==> config.mk <==
export PLATFORM = sky130hd
export DESIGN_NAME = sync_filter_n
export DESIGN_NICKNAME = d
export VERILOG_FILES = /design/src/rtl/sync_filter_n.sv
export SDC_FILE = /design/constraint.sdc
export NUM_CORES = 1
export LEC_CHECK = 0
export CAP_MARGIN = 20
export CORE_MARGIN = 2
export CORE_UTILIZATION = 43
export CTS_CLUSTER_DIAMETER = 100
export CTS_CLUSTER_SIZE = 28
export DETAILED_ROUTE_END_ITERATION = 10
export HOLD_SLACK_MARGIN = 0.12
export PLACE_DENSITY = 0.68
export SLEW_MARGIN = 40
export SYNTH_ARGS = -nofsm -noshare
export SYNTH_HDL_FRONTEND = slang
export SYNTH_SLANG_ARGS = --single-unit
==> constraint.sdc <==
create_clock -name clk -period 2.55 [get_ports clk]
set_clock_uncertainty 0.1 [all_clocks]
set_input_delay 0.765 -clock clk [delete_from_list [all_inputs] [get_ports clk]]
set_output_delay 0.765 -clock clk [all_outputs]
set_load 0.005 [all_outputs]
==> src/rtl/sync_filter_n.sv <==
// Multi-channel synchroniser + debouncer: STAGES-deep sync chain, then a per-channel
// stability counter with registered rise/fall pulses. Optional sticky event bits under SYNC_FILTER_STICKY_EN.
module sync_filter_n #(
    parameter int unsigned          WIDTH    = 8,
    parameter int unsigned          STAGES   = 2,
    parameter int unsigned          DEBOUNCE = 4,
    parameter logic [WIDTH-1:0]     INIT     = {WIDTH{1'b0}}
) (
    input  logic             clk,
    input  logic             reset,
    input  logic [WIDTH-1:0] in_async,
    output logic [WIDTH-1:0] out,
    output logic [WIDTH-1:0] rise,
    output logic [WIDTH-1:0] fall,
    output logic             changed
`ifdef SYNC_FILTER_STICKY_EN
    ,
    input  logic [WIDTH-1:0] evt_clr,
    output logic [WIDTH-1:0] evt_sticky
`endif
);

    // A chain shorter than two flops gives no metastability protection.
    localparam int unsigned SYNC_N = (STAGES < 2) ? 2 : STAGES;
    localparam int unsigned CW     = (DEBOUNCE <= 2) ? 1 : $clog2(DEBOUNCE);
    localparam logic [CW-1:0] CNT_MAX = CW'(DEBOUNCE - 1);

    logic [WIDTH-1:0] sync_q [SYNC_N];
    logic [CW-1:0]    cnt_q  [WIDTH];
    logic [CW-1:0]    cnt_d  [WIDTH];
    logic [WIDTH-1:0] out_q, out_d;
    logic [WIDTH-1:0] rise_q, rise_d;
    logic [WIDTH-1:0] fall_q, fall_d;
    logic             changed_q;
    logic [WIDTH-1:0] s;

    assign s = sync_q[SYNC_N-1];

    always_comb begin
        out_d  = out_q;
        rise_d = '0;
        fall_d = '0;
        for (int i = 0; i < WIDTH; i++) begin
            cnt_d[i] = '0;
            if (s[i] != out_q[i]) begin
                if (cnt_q[i] == CNT_MAX) begin
                    out_d[i]  = s[i];
                    rise_d[i] = s[i];
                    fall_d[i] = ~s[i];
                end else begin
                    cnt_d[i] = cnt_q[i] + 1'b1;
                end
            end
        end
    end

    always_ff @(posedge clk) begin
        if (reset) begin
            for (int k = 0; k < SYNC_N; k++) begin
                sync_q[k] <= INIT;
            end
            for (int i = 0; i < WIDTH; i++) begin
                cnt_q[i] <= '0;
            end
            out_q     <= INIT;
            rise_q    <= '0;
            fall_q    <= '0;
            changed_q <= 1'b0;
        end else begin
            sync_q[0] <= in_async;
            for (int k = 1; k < SYNC_N; k++) begin
                sync_q[k] <= sync_q[k-1];
            end
            for (int i = 0; i < WIDTH; i++) begin
                cnt_q[i] <= cnt_d[i];
            end
            out_q     <= out_d;
            rise_q    <= rise_d;
            fall_q    <= fall_d;
            changed_q <= |(rise_d | fall_d);
        end
    end

    assign out     = out_q;
    assign rise    = rise_q;
    assign fall    = fall_q;
    assign changed = changed_q;

`ifdef SYNC_FILTER_STICKY_EN
    logic [WIDTH-1:0] sticky_q, sticky_d;

    // Set from the already-registered pulses, so a set always beats a clear.
    assign sticky_d = (sticky_q & ~evt_clr) | rise_q | fall_q;

    always_ff @(posedge clk) begin
        if (reset) begin
            sticky_q <= '0;
        end else begin
            sticky_q <= sticky_d;
        end
    end

    assign evt_sticky = sticky_q;
`endif

endmodule

== Word-level counts from Yosys, hierarchy flattened ==
Memories as Yosys holds them, arrays and structs flattened.
Index checks and enable logic that the tools add are counted.

* Word-level logic and storage cells: 126
* Register bits: 25
* Memories kept: 2
* Output and inout port bits: 25
* Input bits: 10
* Bits in writable memories: 32

* Bitwise gates (word level): 19
* Reductions and logical operators: 9
* Mux-type cells: 61
* Eq/ne operators: 16
* $add $sub $neg: 8

{| class="wikitable"
|+ Memory list
! memory !! depth !! width !! rd ports !! clocked after memory_dff !! write ports !! RTL line !! source
|-
| cnt_q || 8 || 2 || 8 || 0 || 8 || 29 || <nowiki>logic [CW-1:0] cnt_q [WIDTH];</nowiki>
|-
| sync_q || 2 || 8 || 2 || 0 || 2 || 28 || <nowiki>logic [WIDTH-1:0] sync_q [SYNC_N];</nowiki>
|}

{| class="wikitable"
|+ Operator list
! operator !! count
|-
| 2-bit two-way mux || 24
|-
| 1-bit two-way mux || 35
|-
| 2-bit by 1-bit adder with 2-bit output, second input constant || 8
|-
| 2-bit == test, second input constant || 8
|-
| 8-bit two-way mux || 2
|-
| 2-bit AND reduction || 8
|-
| 1-bit bitwise OR || 10
|-
| 1-bit != test || 8
|-
| 1-bit NOT || 8
|-
| 8-bit bitwise OR || 1
|-
| 8-bit OR reduction || 1
|}

== Depth between registers and ports, before layout ==
* Depth in word-level cells: 5
* Depth in mapped cells: 4

== Least setup slack after synthesis ==
OpenSTA, ideal clock, no wires.

* Kind: in2reg
* From: input reset
* To: register changed_q, in the netlist changed
* Setup time: 125 ps
* Data required time: 2325 ps
* Stages on the path: 4
* Arrival time: 1364 ps
* Slack: 961 ps
* Buffers on the path: 2
* Cell sequence: buf_2 -> buf_1 -> inv_1 -> o41a_1

{| class="wikitable"
|+ RTL lines
! what !! RTL line !! source
|-
| start: declaration || 10 || <nowiki>input logic reset,</nowiki>
|-
| end signal: assignment || 80 || <nowiki>changed_q <= |(rise_d | fall_d);</nowiki>
|-
| end: declaration || 34 || <nowiki>logic changed_q;</nowiki>
|}

No word-level cell between the ends.

== Worst setup path after layout ==
* From: register out_q[5], in the netlist out[5]
* To: output out[5]

{| class="wikitable"
|+ RTL lines
! what !! RTL line !! source
|-
| start: declaration || 31 || <nowiki>logic [WIDTH-1:0] out_q, out_d;</nowiki>
|-
| start signal: assignment || 77 || <nowiki>out_q <= out_d;</nowiki>
|-
| end: declaration || 12 || <nowiki>output logic [WIDTH-1:0] out,</nowiki>
|}

No word-level cell between the ends.

==> summary.txt <==
Outcome
  – Status: completed

Clocking
  – Post-CTS resize count: 0
  – CTS tree: done
  – Postcts setup bufs: 0
  – CTS H-tree lvls: 3
  – CTS max path bufs: 2
  – Hold buffers post-CTS: 0
  – CTS buffer count: 9
  – Worst-path clk slew: ~60 ps
  – Sink Count: 57
  – Later-pin clock latency in the skew report: between 300 and 400 ps
  – Clock root buffer: clkbuf_8

Logic synthesis
  – Yosys top cell area share: 60.84%
  – Simple-Gate Fraction of Synth Area: 20.81%
  – Synth Area in XOR/XNOR: 3.736%
  – Cell variety after synth: 14
  – Post-synthesis cell count: 157
  – Synthesized area per cell: 11.95 µm²
  – Post-synthesis sequential area ratio: 60.84%
  – Post-synthesis adder-cell area fraction: 5.337%
  – Syn Nets: 175
  – Top cells by area, synth: dfxtp_1 (61%), nor4b_1 (11%), ha_1 (5.3%)
  – Largest family of logic cells by synthesized area: simple AND/OR/NAND/NOR gates
  – FF+latch count, synth: 57
  – Synthesized cell area: 1876 µm²
  – YS warnings: 0
  – Proportion of synthesized area in mux cells: 4.270%
  – Yosys top cell by area: dfxtp_1
  – Compound-Gate Fraction of Synth Area: 1.935%

Setup path
  – Crit Path Category: reg -> out
  – Maximum fanout along the worst path: 5
  – Cell Chain, Critical Path: clkdlybuf4s50_1
  – Cell with the largest stage delay on the worst path: clkdlybuf4s50_1
  – Delay-heaviest family, CP: buffers and inverters
  – Buf/Inv on CP: 1
  – Worst Reg-to-Reg Cells: 3
  – CP arrival: 1260 ps
  – CP Depth: 1
  – WP data required: 1690 ps
  – Startpoint Class: flop
  – CP Capture Type: primary output
  – Critical path's largest stage delay: between 500 and 600 ps

Timing
  – Fin. Hold Viols: 0
  – Endpoints failing setup: 0
  – Slew of the pin with the lowest slew margin: 499.3 ps
  – Slew headroom: 66.71%
  – Worst setup margin: 422.4 ps
  – Fin Setup TNS: 0 ps
  – WHS: 331.5 ps
  – Final Cycle Share: 83.43%
  – RSZ-0062 raised after global routing: no
  – Final worst path period need: 2128 ps
  – Slew Viols, Final: 0
  – Fmax: about 470 MHz

Die
  – Die width: between 70 and 80 µm
  – Starting Density: 43.98%
  – Top Ports: 35
  – Die Span Y: 70.05 µm
  – Core ar.: 4264 µm²
  – Row count: 24
  – Die area: 4906 µm²

Global route
  – GRT overflow: 0
  – GRT Total Usage: about 15%
  – Vias in the first global route: around 1300
  – First-pass GRT wire length: 5457 µm
  – Initial antenna violation count: 0
  – Largest net degree at the start of global routing: 31

Place
  – RD Place Congestion: ~0.65
  – Dpl ws: 598.6 ps
  – DP Cell Count: 238
  – Dpl hpwl: 2236 µm
  – IO buf count: 34
  – Placed Area: 2260 µm²

Hold path
  – Hold depth: 1
  – Hold Path Class: reg -> reg

Route
  – Vias per cell: roughly 4.9
  – Via total after detailed routing: between 1000 and 1500
  – Antenna Nets Post-Route: 0
  – Drt drc: 0
  – WL/cell: 12.48 µm
  – Iter 0 DRT Violations: 28
  – DRT Wirelength: roughly 3200 µm
  – DRT Pass-1 Iters: 4

Pwr
  – Leak: 0.8768 nW
  – Post-route total power: 1.738 mW
  – Power per cell area: 708.8 nW/µm²
  – Logic pwr share: ~2.8%
  – Flop pwr share: about 53%
  – Pint: 1.388 mW
  – VDD IR max: 366.4 µV
  – Switch share: 20.14%
  – Clock power share: 44.6%
  – Net switching power: 0.3501 mW

Layout
  – Antenna cells: 0
  – Final instance area: 2452 µm²
  – Share of cells above drive strength 1: 8.416%
  – Area growth from synthesis to layout: 30.75%
  – Final #Nets: 215
  – Fin cells: 254
  – Finished Core Util: 57.51%

Job
  – Max Cap Violations: 0
## power by group through the flow
stage	Clock [mW]	Sequential [mW]	Combinational, mW
2_1_floorplan	0	0.933	0.0309
5_1_grt	0.839	0.917	0.0536
4_1_cts	0.804	0.915	0.0488
3_5_place_dp	0	0.935	0.0488
3_3_place_gp	0	0.934	0.0460
6_report	0.775	0.916	0.0481
## flip-flops by register name (all words and copies together), names as in the netlist
register  count
sync_q       16
fall          8
changed       1
out           8
rise          8
cnt_q        16
## logic make-up (layout without fill, tap and decap cells)
| group | Yosys count | after routing |
|---|---|---|
| AOI/OAI and AO/OA | 5 | 5 |
| xor gates and xnor gates | 8 | 8 |
| adders and majority gates | 8 | 8 |
| buffers and inverters | 15 | 60 |
| DFF | 57 | 57 |
| muxes | 8 | 8 |
| and+or+nand+nor | 56 | 56 |
## placed cells by master (no fill, tap or decap), types with 2 or more instances in the layout
cell,synthesis,final
nor2b_1,16,16
dfxtp_1,57,57
ha_1,8,8
inv_1,9,9
clkinv_2,0,2
clkbuf_8,0,13
o22ai_1,4,4
clkdlybuf4s50_1,0,33
nor4b_1,24,24
xnor2_1,8,8
mux2i_1,8,8
nor2_1,8,8
nor4_1,8,8
## worst paths after layout
kind | from | to | slack, ps
setup / recovery | out[5] | out[5] | 420
setup reg to reg | out[1] | changed | 1070
hold / removal | cnt_q[1][6] | cnt_q[1][6] | 330
hold reg to reg | cnt_q[1][6] | cnt_q[1][6] | 330
## worst reg2reg max path, stage by stage (launching register included)
cell,delay (ps)
dfxtp_1,340
xnor2_1,310
o22ai_1,160
o41a_1,450
## layout make-up
| type | instances | area (µm²) |
|---|---|---|
| clock buffers | 14 | 182.7 |
| clock inverters | 2 | 10.01 |
| fillers | 350 | 1812 |
| inverters | 9 | 33.78 |
| multi-input cells | 85 | 676.9 |
| flip-flops and latches | 57 | 1141 |
| well taps | 52 | 65.06 |
| repair buffers | 35 | 342.8 |
## synth_stat cells
master    instances
o41a_1            1
ha_1              8
xnor2_1           8
nor2b_1          16
inv_1             9
buf_1             3
dfxtp_1          57
nor2_1            8
buf_2             1
clkbuf_1          2
mux2i_1           8
nor4b_1          24
o22ai_1           4
nor4_1            8
## layer usage
layer | vias up | wire length, µm | share of wire [%] | track usage, %
met5 | - | 0 | 0 | 0
li1 | 631 | - | - | -
met4 | 0 | 95 | 3.0 | 9.829
met1 | 565 | 1386 | 44 | 15.77
met2 | 37 | 1506 | 48 | 23.28
met3 | 11 | 182 | 5.7 | 5.916
Power figures use the tool's default switching activity.
